### config.mk
export PLATFORM = sky130hd
export DESIGN_NAME = mac_pipe
export DESIGN_NICKNAME = d
export VERILOG_FILES = /design/src/rtl/conv_pkg.sv /design/src/rtl/mult_pipe.sv /design/src/rtl/mac_pipe.sv
export SDC_FILE = /design/constraint.sdc
export NUM_CORES = 1
export LEC_CHECK = 0
export CORE_ASPECT_RATIO = 1.5
export CORE_MARGIN = 10
export CORE_UTILIZATION = 25
export CTS_BUF_LIST = sky130_fd_sc_hd__clkbuf_4
export DETAILED_ROUTE_END_ITERATION = 7
export GPL_TIMING_DRIVEN = 0
export MAX_ROUTING_LAYER = met4
export PLACE_DENSITY = 0.46
export SLEW_MARGIN = 20
export SYNTH_ARGS = -nofsm -noshare
export SYNTH_HDL_FRONTEND = slang
export SYNTH_SLANG_ARGS = --single-unit
### constraint.sdc
create_clock -name clk -period 6 [get_ports clk]
set_input_delay 0.9 -clock clk [delete_from_list [all_inputs] [get_ports clk]]
set_output_delay 0.9 -clock clk [all_outputs]
set_load 0.01 [all_outputs]
### src/rtl/conv_pkg.sv
`default_nettype none
// ============================================================================
//  Module      : conv_pkg
//  Description : Shared constants and helpers for the convolution datapath.
//  Revision    : 1.0  initial release
// ============================================================================

package conv_pkg;

  localparam int DEF_DATA_WIDTH = 16;
  localparam int DEF_ACC_WIDTH  = 48;
  localparam int DEF_MUL_STAGES = 2;

  // Sideband bit positions within the per-beat control vector
  localparam int SB_SIGNED = 0;
  localparam int SB_ACC    = 1;
  localparam int SB_FIRST  = 2;
  localparam int SB_LAST   = 3;
  localparam int SB_WIDTH  = 4;

  function automatic logic [SB_WIDTH-1:0] pack_sb(
    input logic sgn,
    input logic acc,
    input logic first,
    input logic last
  );
    logic [SB_WIDTH-1:0] sb;
    sb            = '0;
    sb[SB_SIGNED] = sgn;
    sb[SB_ACC]    = acc;
    sb[SB_FIRST]  = first;
    sb[SB_LAST]   = last;
    return sb;
  endfunction

endpackage

`default_nettype wire

### src/rtl/mult_pipe.sv
`default_nettype none
// ============================================================================
//  Module      : mult_pipe
//  Description : Operand register followed by MUL_STAGES product registers,
//                all advancing together under a single global enable.
//  Revision    : 1.0  initial release
// ============================================================================

module mult_pipe
  import conv_pkg::*;
#(
  parameter int DATA_WIDTH = DEF_DATA_WIDTH,
  parameter int MUL_STAGES = DEF_MUL_STAGES
) (
  input  logic                    clk,
  input  logic                    rst_n,
  input  logic                    en_i,
  input  logic                    valid_i,
  input  logic [DATA_WIDTH-1:0]   a_i,
  input  logic [DATA_WIDTH-1:0]   b_i,
  input  logic [SB_WIDTH-1:0]     sb_i,
  output logic                    valid_o,
  output logic [2*DATA_WIDTH-1:0] prod_o,
  output logic [SB_WIDTH-1:0]     sb_o
);

  localparam int PW = 2 * DATA_WIDTH;

  logic                  opnd_vld_q;
  logic [DATA_WIDTH-1:0] opnd_a_q;
  logic [DATA_WIDTH-1:0] opnd_b_q;
  logic [SB_WIDTH-1:0]   opnd_sb_q;

  logic [PW-1:0]         w_a_ext;
  logic [PW-1:0]         w_b_ext;
  logic [PW-1:0]         w_prod;

  logic                  vld_q  [MUL_STAGES];
  logic [PW-1:0]         prod_q [MUL_STAGES];
  logic [SB_WIDTH-1:0]   sb_q   [MUL_STAGES];

  always_ff @(posedge clk or negedge rst_n) begin
    if (!rst_n) begin
      opnd_vld_q <= 1'b0;
      opnd_a_q   <= '0;
      opnd_b_q   <= '0;
      opnd_sb_q  <= '0;
    end else if (en_i) begin
      opnd_vld_q <= valid_i;
      opnd_a_q   <= a_i;
      opnd_b_q   <= b_i;
      opnd_sb_q  <= sb_i;
    end
  end

  // Extending both operands to 2*DATA_WIDTH makes a single truncated
  // multiply exact for either signedness, since the true product fits.
  assign w_a_ext = {{DATA_WIDTH{opnd_sb_q[SB_SIGNED] & opnd_a_q[DATA_WIDTH-1]}}, opnd_a_q};
  assign w_b_ext = {{DATA_WIDTH{opnd_sb_q[SB_SIGNED] & opnd_b_q[DATA_WIDTH-1]}}, opnd_b_q};
  assign w_prod  = w_a_ext * w_b_ext;

  always_ff @(posedge clk or negedge rst_n) begin
    if (!rst_n) begin
      for (int s = 0; s < MUL_STAGES; s++) begin
        vld_q[s]  <= 1'b0;
        prod_q[s] <= '0;
        sb_q[s]   <= '0;
      end
    end else if (en_i) begin
      vld_q[0]  <= opnd_vld_q;
      prod_q[0] <= w_prod;
      sb_q[0]   <= opnd_sb_q;
      for (int s = 1; s < MUL_STAGES; s++) begin
        vld_q[s]  <= vld_q[s-1];
        prod_q[s] <= prod_q[s-1];
        sb_q[s]   <= sb_q[s-1];
      end
    end
  end

  assign valid_o = vld_q[MUL_STAGES-1];
  assign prod_o  = prod_q[MUL_STAGES-1];
  assign sb_o    = sb_q[MUL_STAGES-1];

endmodule

`default_nettype wire

### src/rtl/mac_pipe.sv
`default_nettype none
// ============================================================================
//  Module      : mac_pipe
//  Description : Handshaked signed/unsigned multiply with optional
//                dot-product accumulation and full output backpressure.
//  Revision    : 1.0  initial release
// ============================================================================

module mac_pipe
  import conv_pkg::*;
#(
  parameter int DATA_WIDTH = DEF_DATA_WIDTH,
  parameter int ACC_WIDTH  = DEF_ACC_WIDTH,
  parameter int MUL_STAGES = DEF_MUL_STAGES
) (
  input  logic                  clk,
  input  logic                  rst_n,
  input  logic                  in_valid,
  output logic                  in_ready,
  input  logic [DATA_WIDTH-1:0] in_a,
  input  logic [DATA_WIDTH-1:0] in_b,
  input  logic                  in_signed,
  input  logic                  in_acc,
  input  logic                  in_first,
  input  logic                  in_last,
  output logic                  out_valid,
  input  logic                  out_ready,
  output logic [ACC_WIDTH-1:0]  out_data
);

  localparam int PW = 2 * DATA_WIDTH;

  logic                 w_stall;
  logic                 w_pvalid;
  logic [PW-1:0]        w_prod;
  logic [SB_WIDTH-1:0]  w_sb;
  logic [ACC_WIDTH-1:0] w_ext;
  logic [ACC_WIDTH-1:0] w_acc_new;

  logic [ACC_WIDTH-1:0] acc_q,       acc_d;
  logic [ACC_WIDTH-1:0] out_data_q,  out_data_d;
  logic                 out_valid_q, out_valid_d;

  // Downstream backpressure freezes the whole pipe, so in_ready depends
  // combinationally on out_ready.
  assign w_stall  = out_valid_q & ~out_ready;
  assign in_ready = ~w_stall;

  mult_pipe #(
    .DATA_WIDTH (DATA_WIDTH),
    .MUL_STAGES (MUL_STAGES)
  ) u_mult_pipe (
    .clk     (clk),
    .rst_n   (rst_n),
    .en_i    (~w_stall),
    .valid_i (in_valid),
    .a_i     (in_a),
    .b_i     (in_b),
    .sb_i    (pack_sb(in_signed, in_acc, in_first, in_last)),
    .valid_o (w_pvalid),
    .prod_o  (w_prod),
    .sb_o    (w_sb)
  );

  generate
    if (ACC_WIDTH > PW) begin : g_ext_wide
      assign w_ext = {{(ACC_WIDTH-PW){w_sb[SB_SIGNED] & w_prod[PW-1]}}, w_prod};
    end else begin : g_ext_none
      assign w_ext = w_prod;
    end
  endgenerate

  assign w_acc_new = w_sb[SB_FIRST] ? w_ext : (acc_q + w_ext);

  always_comb begin
    acc_d       = acc_q;
    out_data_d  = out_data_q;
    out_valid_d = out_valid_q;
    if (!w_stall) begin
      out_valid_d = 1'b0;
      if (w_pvalid) begin
        if (!w_sb[SB_ACC]) begin
          out_data_d  = w_ext;
          out_valid_d = 1'b1;
        end else begin
          acc_d = w_acc_new;
          if (w_sb[SB_LAST]) begin
            out_data_d  = w_acc_new;
            out_valid_d = 1'b1;
          end
        end
      end
    end
  end

  always_ff @(posedge clk or negedge rst_n) begin
    if (!rst_n) begin
      acc_q       <= '0;
      out_data_q  <= '0;
      out_valid_q <= 1'b0;
    end else begin
      acc_q       <= acc_d;
      out_data_q  <= out_data_d;
      out_valid_q <= out_valid_d;
    end
  end

  assign out_valid = out_valid_q;
  assign out_data  = out_data_q;

endmodule

`default_nettype wire

# Yosys cells after proc, flatten, opt, wreduce, memory -nomap -nowiden
# Cells that the tools add are included.
# classes
bitwise_logic	6
mux	6
eq_ne	1
multipliers	1
n_reduce_logical	2
add_sub_neg	1
# ops
cell	n
$mux 48	3
$add 48x48->48	1
$mul 17x17->32	1
$reduce_and 3->1	2
$and 1x1->1	4
$mux 1	3
$ne 2x1->1 const B	1
$not 1->1	2
# word_totals
out_inout_bits	50
elab_cells	30
reg_bits	208
in_bits	40

# Depth between registers and ports, before layout
# Gate-level depths: netlist of run 1.
# logic_depth
word_depth	5
ltp_mapped	27
ltp_nobuf	26

# Cells and area by module
# A second synthesis of run 1 with hierarchy kept.
# unflattened
hier_cells	2387
hier_area_um2	22427.8
# by_module_without_submodules
module	area_each_um2	instances	cells_each	seq_area_each_um2
mult_pipe	15084.5	1	1498	2777.7
mac_pipe	7343.3	1	889	2427.3

# Least setup slack after synthesis of run 1
# OpenSTA, ideal clock, no wires.
# synth_timing
path_type	register -> register
from	reg u_mult_pipe.opnd_a_q[11]
to	reg u_mult_pipe.prod_q[63] in the netlist's numbering
required_ps	5858
n_path_buf	3
arrival_time_ps	6308
setup_ps	142
setup_slack_ps	-449
synth_period_minus_slack_ps	6449
path_stages_with_launch	25
cell_sequence	dfrtp_1 -> clkbuf_1 -> clkbuf_1 -> nand2_1 -> fa_1 -> fa_1 -> fa_1 -> inv_1 -> fa_1 -> fa_1 -> inv_1 -> fa_1 -> inv_1 -> ha_1 -> clkbuf_1 -> a21oi_1 -> o21ai_0 -> a21oi_1 -> o31ai_2 -> a221oi_4 -> o221ai_2 -> or4_1 -> a31oi_1 -> xnor2_1 -> a21oi_1
# synth_via
elab_chain_cells	1
# synth_lines
item	line	source
from (decl)	mult_pipe.sv:30	logic [DATA_WIDTH-1:0] opnd_a_q;
from (signal assigned)	mult_pipe.sv:50	opnd_a_q <= a_i;
$mul 17x17->32	mult_pipe.sv:60	assign w_prod = w_a_ext * w_b_ext;
to (signal, indexed assignment)	mult_pipe.sv:75	prod_q[s] <= prod_q[s-1];
to (decl)	mult_pipe.sv:39	logic [PW-1:0] prod_q [MUL_STAGES];
# Every way passes these cells.
# A chain may end at the register's enable or synchronous reset.

# Worst setup path in the final report of run 1
# layout_timing
from	reg u_mult_pipe.opnd_b_q[2]
to	reg u_mult_pipe.prod_q[63] in the netlist's numbering
# layout_via
elab_chain_cells	1
# layout_lines
item	line	source
from (decl)	mult_pipe.sv:31	logic [DATA_WIDTH-1:0] opnd_b_q;
from (signal assigned)	mult_pipe.sv:51	opnd_b_q <= b_i;
$mul 17x17->32	mult_pipe.sv:60	
# Every way passes these cells.

==> out/qor.csv, run 1 <==
stage,metric,value,unit
timing,rsz0062_at_grt,yes,
logic_synthesis,synth_area_per_cell,8.66,µm²
logic_synthesis,muxShareOfSynthArea,1.03,%
placed_design,pre_cts_ws,-1.71,ns
critical_path,critPathMaxFanout,7,
logic_synthesis,synth_top_family_by_area,adder cells,
timing,fin_ws,-0.375,ns
floorplan,ios,90,
drt,wl_per_cell,19.3,µm
placed_design,detailed_place.area,24200,µm²
outcome,outcome,"finished, violations left",
floorplan,coreArea,86200,µm²
run,max-cap-violations,0,
floorplan,die_w,260,µm
drt,routed_wl,75700,µm
worst_hold_path,hold_path_class,input pin to asynchronous set/reset pin,
logic_synthesis,synth_compound_area_share,11.8,%
cells_and_area,fill_cells,9336,
clocking,cts_tree,built,
cells_and_area,drive_above_1_share,12.5,%
logic_synthesis,synthAdderAreaFrac,33.6,%
clocking,clkSlewWorstSetupHoldPaths,0.07,ns
placed_design,globalplace.congestion,0.912,
logic_synthesis,ys_seq_elements,208,
critical_path,slowest_delay,0.59,ns
logic_synthesis,synth_flop_cell,dfrtp_1,
timing,period_needed,6.37,ns
grt,overflow,0,
floorplan,die_height,381,µm
floorplan,initial_core_util,25.2,%
timing,skew,0.0280,ns
critical_path,critPathMostFrequentCell,fa_1,
critical_path,start_kind,flip-flop,
cells_and_area,area_growth_syn_to_layout,21.8,%
critical_path,crit_chain,clkbuf_16 > buf_4 > nand2_1 > fa_1 > fa_2 > fa_1 > fa_1 > inv_1 > fa_1 > inv_1 > fa_2 > inv_1 > ha_2 > a21oi_4 > o21ai_2 > a21oi_2 > o31ai_4 > a221oi_4 > o221ai_2 > or4_1 > a31oi_1 > xnor2_1 > a21oi_1,
logic_synthesis,ys_seq_area_share,24.0,%
clocking,cts_root_buffer,clkbuf_4,
timing,setup_viol,7,
cells_and_area,final_util,30.6,%
grt,grt_pass1_wl,117000,µm
clocking,htree_num_levels,2,
logic_synthesis,synth-simple-area-share,18.3,%
placed_design,io_buffers,89,
timing,slew_violations,0,
logic_synthesis,synth_top_cell_by_area,fa_1,
logic_synthesis,yosysWarnings,0,
grt,grtUsageTotal,15.9,%
timing,fmax,0.157,GHz
logic_synthesis,synth_top_area_share,26.1,%
critical_path,worst_path_max_delay_cell,fa_2,
clocking,clock-sinks,208,
clocking,clkLatencyLatePin,0.83,ns
logic_synthesis,synth.area.top_cells,"fa_1, dfrtp_1, nand2_1",
timing,tightestPinTransition,1.05,ns
timing,fin_crit_sh,106,%
clocking,clockBufferDepth,3,
floorplan,design.die.area,99200,µm²
critical_path,required,6.65,ns
grt,grt_antenna_before_repair,3,
cells_and_area,fin_area,26400,µm²
critical_path,arrival,7.03,ns
logic_synthesis,syn_nets,2957,
logic_synthesis,netlist_area,21700,µm²
timing,timing.slew.headroom,29.7,%
outcome,violations,setup timing,
timing,final.setup.tns,-1.07,ns
drt,ant_nets,0,
critical_path,path_buf_inv,5,
critical_path,crit_family,adder cells,
grt,grt_max_degree,80,
grt,grt_pass1_vias,19200,
drt,drtPass1Iterations,5,
floorplan,rows,132,
critical_path,cp-end-kind,flip-flop,
logic_synthesis,synth-xor-area-share,2.95,%
logic_synthesis,async_flop_share,100,%
placed_design,place_hpwl,60200,µm
clocking,tritoncts.num_buffers,57,
cells_and_area,final_nets,3190,
timing,hold_viol_final,0,
drt,num_vias,17800,
logic_synthesis,yosysUniqueCellTypes,62,
drt,drt_iter0_drc,947,
logic_synthesis,synth_edf_count,0,
drt,vias_per_cell,4.54,
logic_synthesis,synthCells,2505,
drt,remaining_drc_errors,0,
critical_path,critical_path_class,flip-flop to flip-flop,
sequential cells by signal, indices dropped and copies added (netlist names), 4 cells and up:
signal	flops
u_mult_pipe.opnd_b_q	16
u_mult_pipe.sb_o	4
u_mult_pipe.opnd_a_q	16
out_data	48
acc_q	48
u_mult_pipe.prod_q	32
u_mult_pipe.prod_o	32
u_mult_pipe.sb_q	4
u_mult_pipe.opnd_sb_q	4
through the flow:
stage,hold slack [ns],instances
6_report,0.0855,3922
5_1_grt,0.0865,3922
4_1_cts,0.0151,3897
3_5_place_dp,0.455,3735
3_3_place_gp,0.450,3733
2_1_floorplan,0.433,2505
cell usage after synthesis (3+ instances only):
library cell  number
a2111oi_0          4
a211oi_1           8
a21boi_0           7
a21o_1            35
a21oi_1          121
a31o_2             4
a31oi_1           18
a41oi_1            5
and2_1           132
and3_1            22
buf_1              8
clkbuf_1         113
dfrtp_1          208
fa_1             283
ha_1             129
inv_1            360
mux2_2             3
mux2i_1           19
nand2_1          540
nand2b_1          12
nand3_1           18
nand4_1           10
nor2_1           108
nor2b_1           10
nor3_1            20
nor3b_1            4
nor4_1             3
o211ai_1          13
o21a_1            17
o21ai_0          123
o21bai_1           9
o22a_1            11
o31ai_1           11
or2_2              8
or3_1              6
xnor2_1           49
xor2_1            24
metal layers:
| metal | wire length, µm | vias to the layer above | global-route usage [%] |
|---|---|---|---|
| met3 | 2360 | 172 | 1.71 |
| met1 | 28400 | 8824 | 16.6 |
| li1 | - | 8415 | - |
| met4 | 3470 | 0 | 6.69 |
| met2 | 41400 | 378 | 29.7 |
| met5 | 0 | - | - |
cell families (layout without fill, tap and decap cells):
group | after synthesis | in the layout
AND/OR/NAND/NOR | 899 | 899
flip-flops | 208 | 208
buffers and inverters | 482 | 758
multiplexers | 22 | 22
adder cells (fa/ha/maj) | 412 | 412
AO/OA/AOI/OAI | 409 | 409
XOR/XNOR | 73 | 73
other | 0 | 2
repair_timing:
item                                    CTS  global route
pin swaps                                45            24
resized for setup                       169            64
buffers inserted                         64            25
endpoints found under the setup margin   18             9
hold buffers                              0             0
cell usage in the layout, fill, tap and decap left out, drive strengths merged, types with 18 or more instances in the layout:
master | synthesis | final
fa | 283 | 283
ha | 129 | 129
nor3 | 20 | 20
mux2i | 19 | 19
clkinv | 1 | 19
a31oi | 18 | 18
and3 | 22 | 22
xor2 | 24 | 24
o21ai | 124 | 124
xnor2 | 49 | 49
a21oi | 121 | 121
clkbuf | 113 | 180
clkdlybuf4s50 | 0 | 88
a21o | 36 | 36
inv | 360 | 360
nor2 | 108 | 108
nand2 | 540 | 540
and2 | 132 | 132
buf | 8 | 109
dfrtp | 208 | 208
nand3 | 18 | 18
layout make-up:
class / instances / area [µm²] / share of cell area [%]
timing repair buffer: 178 / 1670 / 6.30
sequential: 208 / 5230 / 19.8
buffer: 117 / 948 / 3.59
tap: 1139 / 1430 / 5.39
inverter: 361 / 1360 / 5.14
clock inverter: 20 / 110 / 0.417
multi-input combinational: 1815 / 15100 / 57.0
antenna: 2 / 5.00 / 0.0189
clock buffer: 82 / 616 / 2.33
path summary, 6_finish.rpt:
| path | from | to | slack (ns) | depth (start not counted) |
|---|---|---|---|---|
| max | u_mult_pipe.opnd_b_q[2] | u_mult_pipe.prod_q[63] | -0.37 | 23 |
| min | rst_n | u_mult_pipe.opnd_b_q[6] | 0.09 | 1 |
| max reg2reg | u_mult_pipe.opnd_b_q[2] | u_mult_pipe.prod_q[63] | -0.37 | 23 |
| min reg2reg | u_mult_pipe.prod_q[46] | u_mult_pipe.prod_o[14] | 0.46 | 2 |
| max in group asynchronous | rst_n | acc_q[43] | 4.67 | 3 |
| min in group clk | u_mult_pipe.prod_q[46] | u_mult_pipe.prod_o[14] | 0.46 | 2 |
Power of run 1 is left out: the tool's default activity adds up to more than one toggle a clock period on the data nets, which glitch-free logic cannot reach.
==> run 2: changes to the inputs <==
--- a/config.mk
+++ b/config.mk
@@ -10,10 +10,12 @@
 export CORE_UTILIZATION = 25
 export CTS_BUF_LIST = sky130_fd_sc_hd__clkbuf_4
 export DETAILED_ROUTE_END_ITERATION = 7
+export DONT_BUFFER_PORTS = 1
 export GPL_TIMING_DRIVEN = 0
 export MAX_ROUTING_LAYER = met4
-export PLACE_DENSITY = 0.46
+export PLACE_DENSITY = 0.45
 export SLEW_MARGIN = 20
 export SYNTH_ARGS = -nofsm -noshare
 export SYNTH_HDL_FRONTEND = slang
+export SYNTH_HIERARCHICAL = 1
 export SYNTH_SLANG_ARGS = --single-unit
==> run 2 against run 1 <==
  * The run now ends clean
  * Worst setup slack better by 0.42 ns
  * Final area fell by 3.2%
  * Register-to-register slack improved by 0.42 ns
  * Wire length rose by 2.9%
  * Sequential share of layout area is 0.69 points higher
  * Via count fell by 1.7%
  * Global-route usage down 0.23 points
==> out/qor.csv, run 2 <==
stage,metric,value,unit,change
logic_synthesis,syn_nets,2839,,-4.0%
logic_synthesis,synth_compound_area_share,12.8,%,+1.0 points
logic_synthesis,yosysUniqueCellTypes,84,,+35%
cells_and_area,final_common_cell,inv_1,,
clocking,clock-sinks,208,,unchanged
floorplan,design.die.area,102000,µm²,+3.2%
logic_synthesis,synth_commonest_cells,"inv_1, fa_1, nand2_1",,
logic_synthesis,yosysWarnings,6,,+6
drt,routed_wl,77800,µm,+2.9%
logic_synthesis,ys_seq_elements,208,,unchanged
placed_design,detailed_place.area,23900,µm²,-1.4%
logic_synthesis,ys_seq_area_share,23.2,%,-0.79 points
logic_synthesis,synth_edf_count,0,,unchanged
logic_synthesis,synthAdderAreaFrac,32.5,%,-1.1 points
logic_synthesis,synth_area_per_cell,9.40,µm²,+8.5%
critical_path,r2r.worst_path.cells,20,,-13%
timing,fin_ws,0.0487,ns,+0.423 ns
worst_hold_path,min_from,in_valid,,
clocking,clkLatencyLatePin,0.88,ns,+0.05 ns
clocking,clockBufferDepth,3,,unchanged
critical_path,ff2ff_setup_slack,0.05,ns,+0.42 ns
critical_path,r2r-start,u_mult_pipe/opnd_b_q[13],,
cells_and_area,fill_cells,9403,,+0.72%
floorplan,die_height,387,µm,+1.6%
logic_synthesis,synthCells,2387,,-4.7%
drt,drtPass1Iterations,7,,+2
cells_and_area,final_nets,2943,,-7.7%
timing,skew,0.117,ns,+0.0891 ns
placed_design,io_buffers,0,,-100%
grt,grt_antenna_before_repair,3,,unchanged
drt,remaining_drc_errors,0,,unchanged
floorplan,initial_core_util,25.2,%,+0.034 points
drt,drt_iter0_drc,940,,-0.74%
worst_hold_path,whs_path_depth,1,,
critical_path,start_kind,flip-flop,,
drt,vias_per_cell,4.73,,+4.3%
logic_synthesis,synth.most_common_cell,inv_1,,
logic_synthesis,synth_flop_cell,dfrtp_1,,
worst_hold_path,whs_endpoint,u_mult_pipe/opnd_vld_q,,
drt,ant_nets,0,,unchanged
logic_synthesis,synth_top_cell_by_area,fa_1,,
critical_path,cp-end-kind,flip-flop,,
floorplan,coreArea,89000,µm²,+3.3%
placed_design,globalplace.congestion,0.928,,+1.7%
logic_synthesis,synth_top_family_by_area,adder cells,,
cells_and_area,final_cell_mix,"inv_1, fa_1, nand2_1, dfrtp_1, and2_1",,
timing,tightestPinTransition,0.995,ns,-0.0599 ns
placed_design,place_hpwl,61100,µm,+1.5%
grt,overflow,0,,unchanged
critical_path,r2r_end,u_mult_pipe/prod_q[63],,
grt,grt_pass1_wl,120000,µm,+2.6%
timing,period_needed,5.95,ns,-0.423 ns
timing,setup_viol,0,,-7
drt,num_vias,17500,,-1.7%
logic_synthesis,synth-xor-area-share,2.73,%,-0.21 points
drt,wl_per_cell,21.1,µm,+9.2%
critical_path,required,6.74,ns,+0.09 ns
placed_design,pre_cts_ws,-1.16,ns,+0.549 ns
run,max-cap-violations,0,,unchanged
timing,slew_violations,0,,unchanged
cells_and_area,drive_above_1_share,17.4,%,+4.8 points
logic_synthesis,synth_top_area_share,25.3,%,-0.86 points
logic_synthesis,async_flop_share,100,%,unchanged
cells_and_area,fin_area,25600,µm²,-3.2%
grt,grt_pass1_vias,19200,,+0.16%
logic_synthesis,muxShareOfSynthArea,5.56,%,+4.5 points
clocking,clkSlewWorstSetupHoldPaths,0.07,ns,about the same
grt,grt_max_degree,209,,+160%
timing,timing.slew.headroom,33.7,%,+4.0 points
logic_synthesis,synth.area.top_cells,"fa_1, dfrtp_1, ha_1",,
timing,hold_viol_final,0,,unchanged
clocking,cts_root_buffer,clkbuf_4,,
outcome,outcome,completed,,
critical_path,arrival,6.70,ns,-0.33 ns
timing,final.setup.tns,0,ns,+1.07 ns
clocking,tritoncts.num_buffers,57,,unchanged
critical_path,critPathMaxFanout,10,,+3
critical_path,critical_path_class,flip-flop to flip-flop,,
clocking,cts_tree,built,,
floorplan,rows,134,,+1.5%
worst_hold_path,hold_path_class,input pin to flip-flop,,
timing,rsz0062_at_grt,yes,,
logic_synthesis,netlist_area,22400,µm²,+3.4%
floorplan,ios,90,,unchanged
logic_synthesis,synth-simple-area-share,14.1,%,-4.3 points
timing,fin_crit_sh,99.2,%,-7.1 points
clocking,htree_num_levels,2,,unchanged
floorplan,die_w,265,µm,+1.6%
grt,grtUsageTotal,15.7,%,-0.23 points
timing,fmax,0.168,GHz,+7.1%
cells_and_area,area_growth_syn_to_layout,14.1,%,
timing,fin_hold_ws,0.193,ns,+0.108 ns
==> run 2: per-layer routing <==
| layer | part of all wire [%] | track usage (%) | vias to the layer above | wire length, µm |
|---|---|---|---|---|
| met1 | 36 | 15.6 | 8909 | 28300 |
| met5 | 0 | - | - | 0 |
| met3 | 4.4 | 2.41 | 162 | 3460 |
| met2 | 54 | 29.2 | 435 | 41900 |
| met4 | 5.3 | 7.63 | 0 | 4120 |
| li1 | - | - | 7980 | - |
==> run 2: worst max path at each step <==
stage	endpoint	startpoint	slack, ns
6_report	u_mult_pipe/prod_q[63]	u_mult_pipe/opnd_b_q[13]	0.05
5_1_grt	u_mult_pipe/prod_q[63]	u_mult_pipe/opnd_b_q[6]	-0.14
4_1_cts	u_mult_pipe/prod_q[63]	u_mult_pipe/opnd_a_q[10]	0.002
3_5_place_dp	u_mult_pipe/prod_q[63]	u_mult_pipe/opnd_a_q[15]	-1.16
3_3_place_gp	u_mult_pipe/prod_q[63]	u_mult_pipe/opnd_a_q[15]	-1.06
2_1_floorplan	u_mult_pipe/prod_q[63]	u_mult_pipe/opnd_a_q[15]	0.09
==> run 2: logic make-up after synthesis <==
logic type / count (synthesis)
compound gates: 427
xor+xnor: 70
fa+ha+maj: 412
buf+inv: 501
flops: 208
mux: 112
simple gates: 657
==> run 2: repair_timing <==
action	in CTS	in global routing
pin swaps	10	36
hold endpoints to repair	208	35
resized for setup	127	60
setup buffers	38	17
endpoints found under the setup margin	20	13
hold buffers	1	1
==> run 2: critical path: stages (launching register included) <==
cell	delay, ns
dfrtp_2	0.52
clkbuf_4	0.28
nand2_1	0.08
fa_1	0.48
inv_1	0.06
fa_1	0.50
fa_1	0.62
fa_1	0.45
fa_1	0.49
inv_1	0.05
fa_1	0.47
inv_1	0.04
ha_1	0.26
buf_4	0.18
a21oi_4	0.18
o21ai_2	0.09
a21oi_2	0.23
o2111ai_4	0.19
a311oi_2	0.31
xnor2_1	0.11
mux2_4	0.26
==> run 2: through the flow <==
step	cells	utilization (%)
CTS	3676	28.4
finish	3695	28.7
global route	3695	28.7
global placement	3543	26.8
detailed placement	3543	26.8
floorplan	2387	-
==> run 2: layout make-up <==
type / instances / area (µm²) / area share [%]
clock inverter: 28 / 221 / 0.866
multi-input combinational: 1678 / 15400 / 60.2
timing repair buffer: 58 / 498 / 1.95
clock buffer: 76 / 571 / 2.23
antenna: 3 / 7.51 / 0.0293
buffer: 146 / 906 / 3.54
inverter: 342 / 1290 / 5.03
tap: 1156 / 1450 / 5.65
sequential: 208 / 5240 / 20.5
Power of run 2 is left out for the same reason.
==> run 3: changes to the inputs <==
--- a/config.mk
+++ b/config.mk
@@ -6,7 +6,7 @@
 export NUM_CORES = 1
 export LEC_CHECK = 0
 export CORE_ASPECT_RATIO = 1.5
-export CORE_MARGIN = 10
+export CORE_MARGIN = 4
 export CORE_UTILIZATION = 25
 export CTS_BUF_LIST = sky130_fd_sc_hd__clkbuf_4
 export DETAILED_ROUTE_END_ITERATION = 7
@@ -14,6 +14,7 @@
 export GPL_TIMING_DRIVEN = 0
 export MAX_ROUTING_LAYER = met4
 export PLACE_DENSITY = 0.45
+export SKIP_CTS_REPAIR_TIMING = 1
 export SLEW_MARGIN = 20
 export SYNTH_ARGS = -nofsm -noshare
 export SYNTH_HDL_FRONTEND = slang
==> run 3 against run 2 <==
  * Wire length fell by 2.6%
  * Sequential share of layout area is 0.21 points lower
  * Final cell count rose by 0.65%
  * Die area fell by 7.5%
  * Core utilization grew 0.29 points
  * Worst setup slack gained 0.0039 ns
  * Critical endpoint unchanged
  * Sequential cell count unchanged
==> out/qor.csv, run 3 (same netlist as run 2, synthesis figures left out) <==
stage,metric,value,unit,change
drt,remaining_drc_errors,0,,unchanged
drt,drtPass1Iterations,5,,-2
timing,hold_viol_final,0,,unchanged
cells_and_area,fill_cells,9414,,+0.12%
floorplan,initial_core_util,25.2,%,unchanged
critical_path,cp-end-kind,flip-flop,,
timing,fmax,0.168,GHz,about the same
clocking,clockBufferDepth,3,,unchanged
timing,fin_hold_ws,0.0363,ns,-0.157 ns
grt,overflow,0,,unchanged
critical_path,critical_path_class,flip-flop to flip-flop,,
timing,skew,0.0968,ns,-0.0203 ns
cells_and_area,final_nets,2971,,+0.95%
timing,rsz0062_at_grt,yes,,
drt,wl_per_cell,20.4,µm,-3.2%
floorplan,die_height,375,µm,-3.1%
run,max-cap-violations,0,,unchanged
cells_and_area,area_growth_syn_to_layout,15.2,%,
grt,grtUsageTotal,16.3,%,+0.62 points
timing,timing.slew.headroom,14.3,%,-19 points
placed_design,place_hpwl,60000,µm,-1.8%
timing,setup_viol,0,,unchanged
critical_path,crit_chain,buf_8 > and2_4 > fa_1 > inv_2 > fa_1 > inv_1 > fa_1 > fa_1 > inv_2 > fa_1 > fa_1 > inv_2 > ha_4 > buf_6 > a211oi_4 > o21bai_2 > a22oi_2 > buf_6 > o2111ai_4 > a311oi_2 > xnor2_1 > mux2_4,,
critical_path,arrival,6.66,ns,-0.04 ns
grt,grt_antenna_before_repair,5,,+2
grt,grt_pass1_vias,19000,,-1.1%
clocking,clkSlewWorstSetupHoldPaths,0.06,ns,about the same
critical_path,slowest_delay,0.55,ns,-0.07 ns
worst_hold_path,hold_path_class,input pin to asynchronous set/reset pin,,
drt,num_vias,17600,,+0.48%
grt,grt_pass1_wl,116000,µm,-3.4%
clocking,clkLatencyLatePin,0.86,ns,-0.02 ns
critical_path,required,6.72,ns,-0.02 ns
timing,fin_crit_sh,99.1,%,about the same
floorplan,die_w,253,µm,-4.5%
clocking,cts_tree,built,,
critical_path,r2r.worst_path.cells,22,,+10%
clocking,cts_root_buffer,clkbuf_4,,
placed_design,globalplace.congestion,0.959,,+3.4%
floorplan,rows,134,,unchanged
critical_path,start_kind,flip-flop,,
drt,drt_iter0_drc,763,,-19%
grt,grt_max_degree,209,,unchanged
cells_and_area,final-seq-area,5240,µm²,unchanged
timing,slew_violations,0,,unchanged
timing,tightestPinTransition,1.29,ns,+0.291 ns
outcome,outcome,completed,,
cells_and_area,final_cell_mix,"inv_1, nand2_1, fa_1, dfrtp_1, and2_1",,
drt,routed_wl,75800,µm,-2.6%
floorplan,design.die.area,94700,µm²,-7.5%
critical_path,critPathMostFrequentCell,fa_1,,
cells_and_area,drive_above_1_share,18.3,%,+0.87 points
timing,period_needed,5.95,ns,-0.00388 ns
cells_and_area,final_common_cell,inv_1,,
drt,vias_per_cell,4.72,,-0.17%
floorplan,ios,90,,unchanged
critical_path,worst_path_max_delay_cell,fa_1,,
clocking,htree_num_levels,2,,unchanged
floorplan,coreArea,89000,µm²,unchanged
clocking,clock-sinks,208,,unchanged
cells_and_area,multi_input_area,15400,µm²,+0.29%
critical_path,critPathMaxFanout,6,,-4
drt,ant_nets,0,,unchanged
clocking,tritoncts.num_buffers,59,,+3.5%
placed_design,io_buffers,0,,unchanged
-- run 3: path summary, 6_finish.rpt --
kind                                          from                  endpoint  slack [ns]
min reg2reg                 u_mult_pipe/prod_q[56]    u_mult_pipe/prod_q[56]        0.49
min                                          rst_n   u_mult_pipe/opnd_a_q[5]        0.04
max reg2reg                u_mult_pipe/opnd_b_q[4]    u_mult_pipe/prod_q[63]        0.05
max                        u_mult_pipe/opnd_b_q[4]    u_mult_pipe/prod_q[63]        0.05
min in group clk                            in_acc  u_mult_pipe/opnd_sb_q[1]        0.21
max in group asynchronous                    rst_n   u_mult_pipe/opnd_a_q[8]        4.90
-- run 3: area by class of cell --
type	count	area share, %
diodes	6	0.0581
plain buffers	148	3.74
clock buffers	76	2.21
clock inverters	23	0.591
inverters	342	4.98
multi-input cells	1678	59.8
flip-flops and latches	208	20.3
well taps	1156	5.60
repair buffers	82	2.77
-- run 3: critical path: cells and delay by family (launching register included) --
family | cells | cell delay [ns]
multiplexers | 1 | 0.25
AND/OR/NAND/NOR | 1 | 0.15
flip-flops | 1 | 0.49
XOR/XNOR | 1 | 0.11
adder cells (fa/ha/maj) | 7 | 3.22
AO/OA/AOI/OAI | 5 | 1.00
buffers and inverters | 7 | 0.61
-- run 3: routing by layer --
metal,global-route usage [%],vias to the layer above,wire [µm]
met5,-,-,0
li1,-,8055,-
met3,2.57,193,3450
met2,29.7,463,40200
met1,17.3,8859,28100
met4,7.30,0,4020
-- run 3: per-stage QoR --
stage / utilization (%) / instance area, µm² / setup WS, ns / cells / setup TNS, ns
after floorplan: - / 22400 / 0.0915 / 2387 / 0
after CTS: 27.6 / 24600 / -1.09 / 3642 / -12.27
final: 29.0 / 25800 / 0.0525 / 3719 / 0
after global placement: 26.8 / 23900 / -1.04 / 3543 / -11.41
after global routing: 29.0 / 25800 / -0.142 / 3719 / -0.268
after detailed placement: 26.8 / 23900 / -1.05 / 3543 / -11.81
Power of run 3 is left out for the same reason.
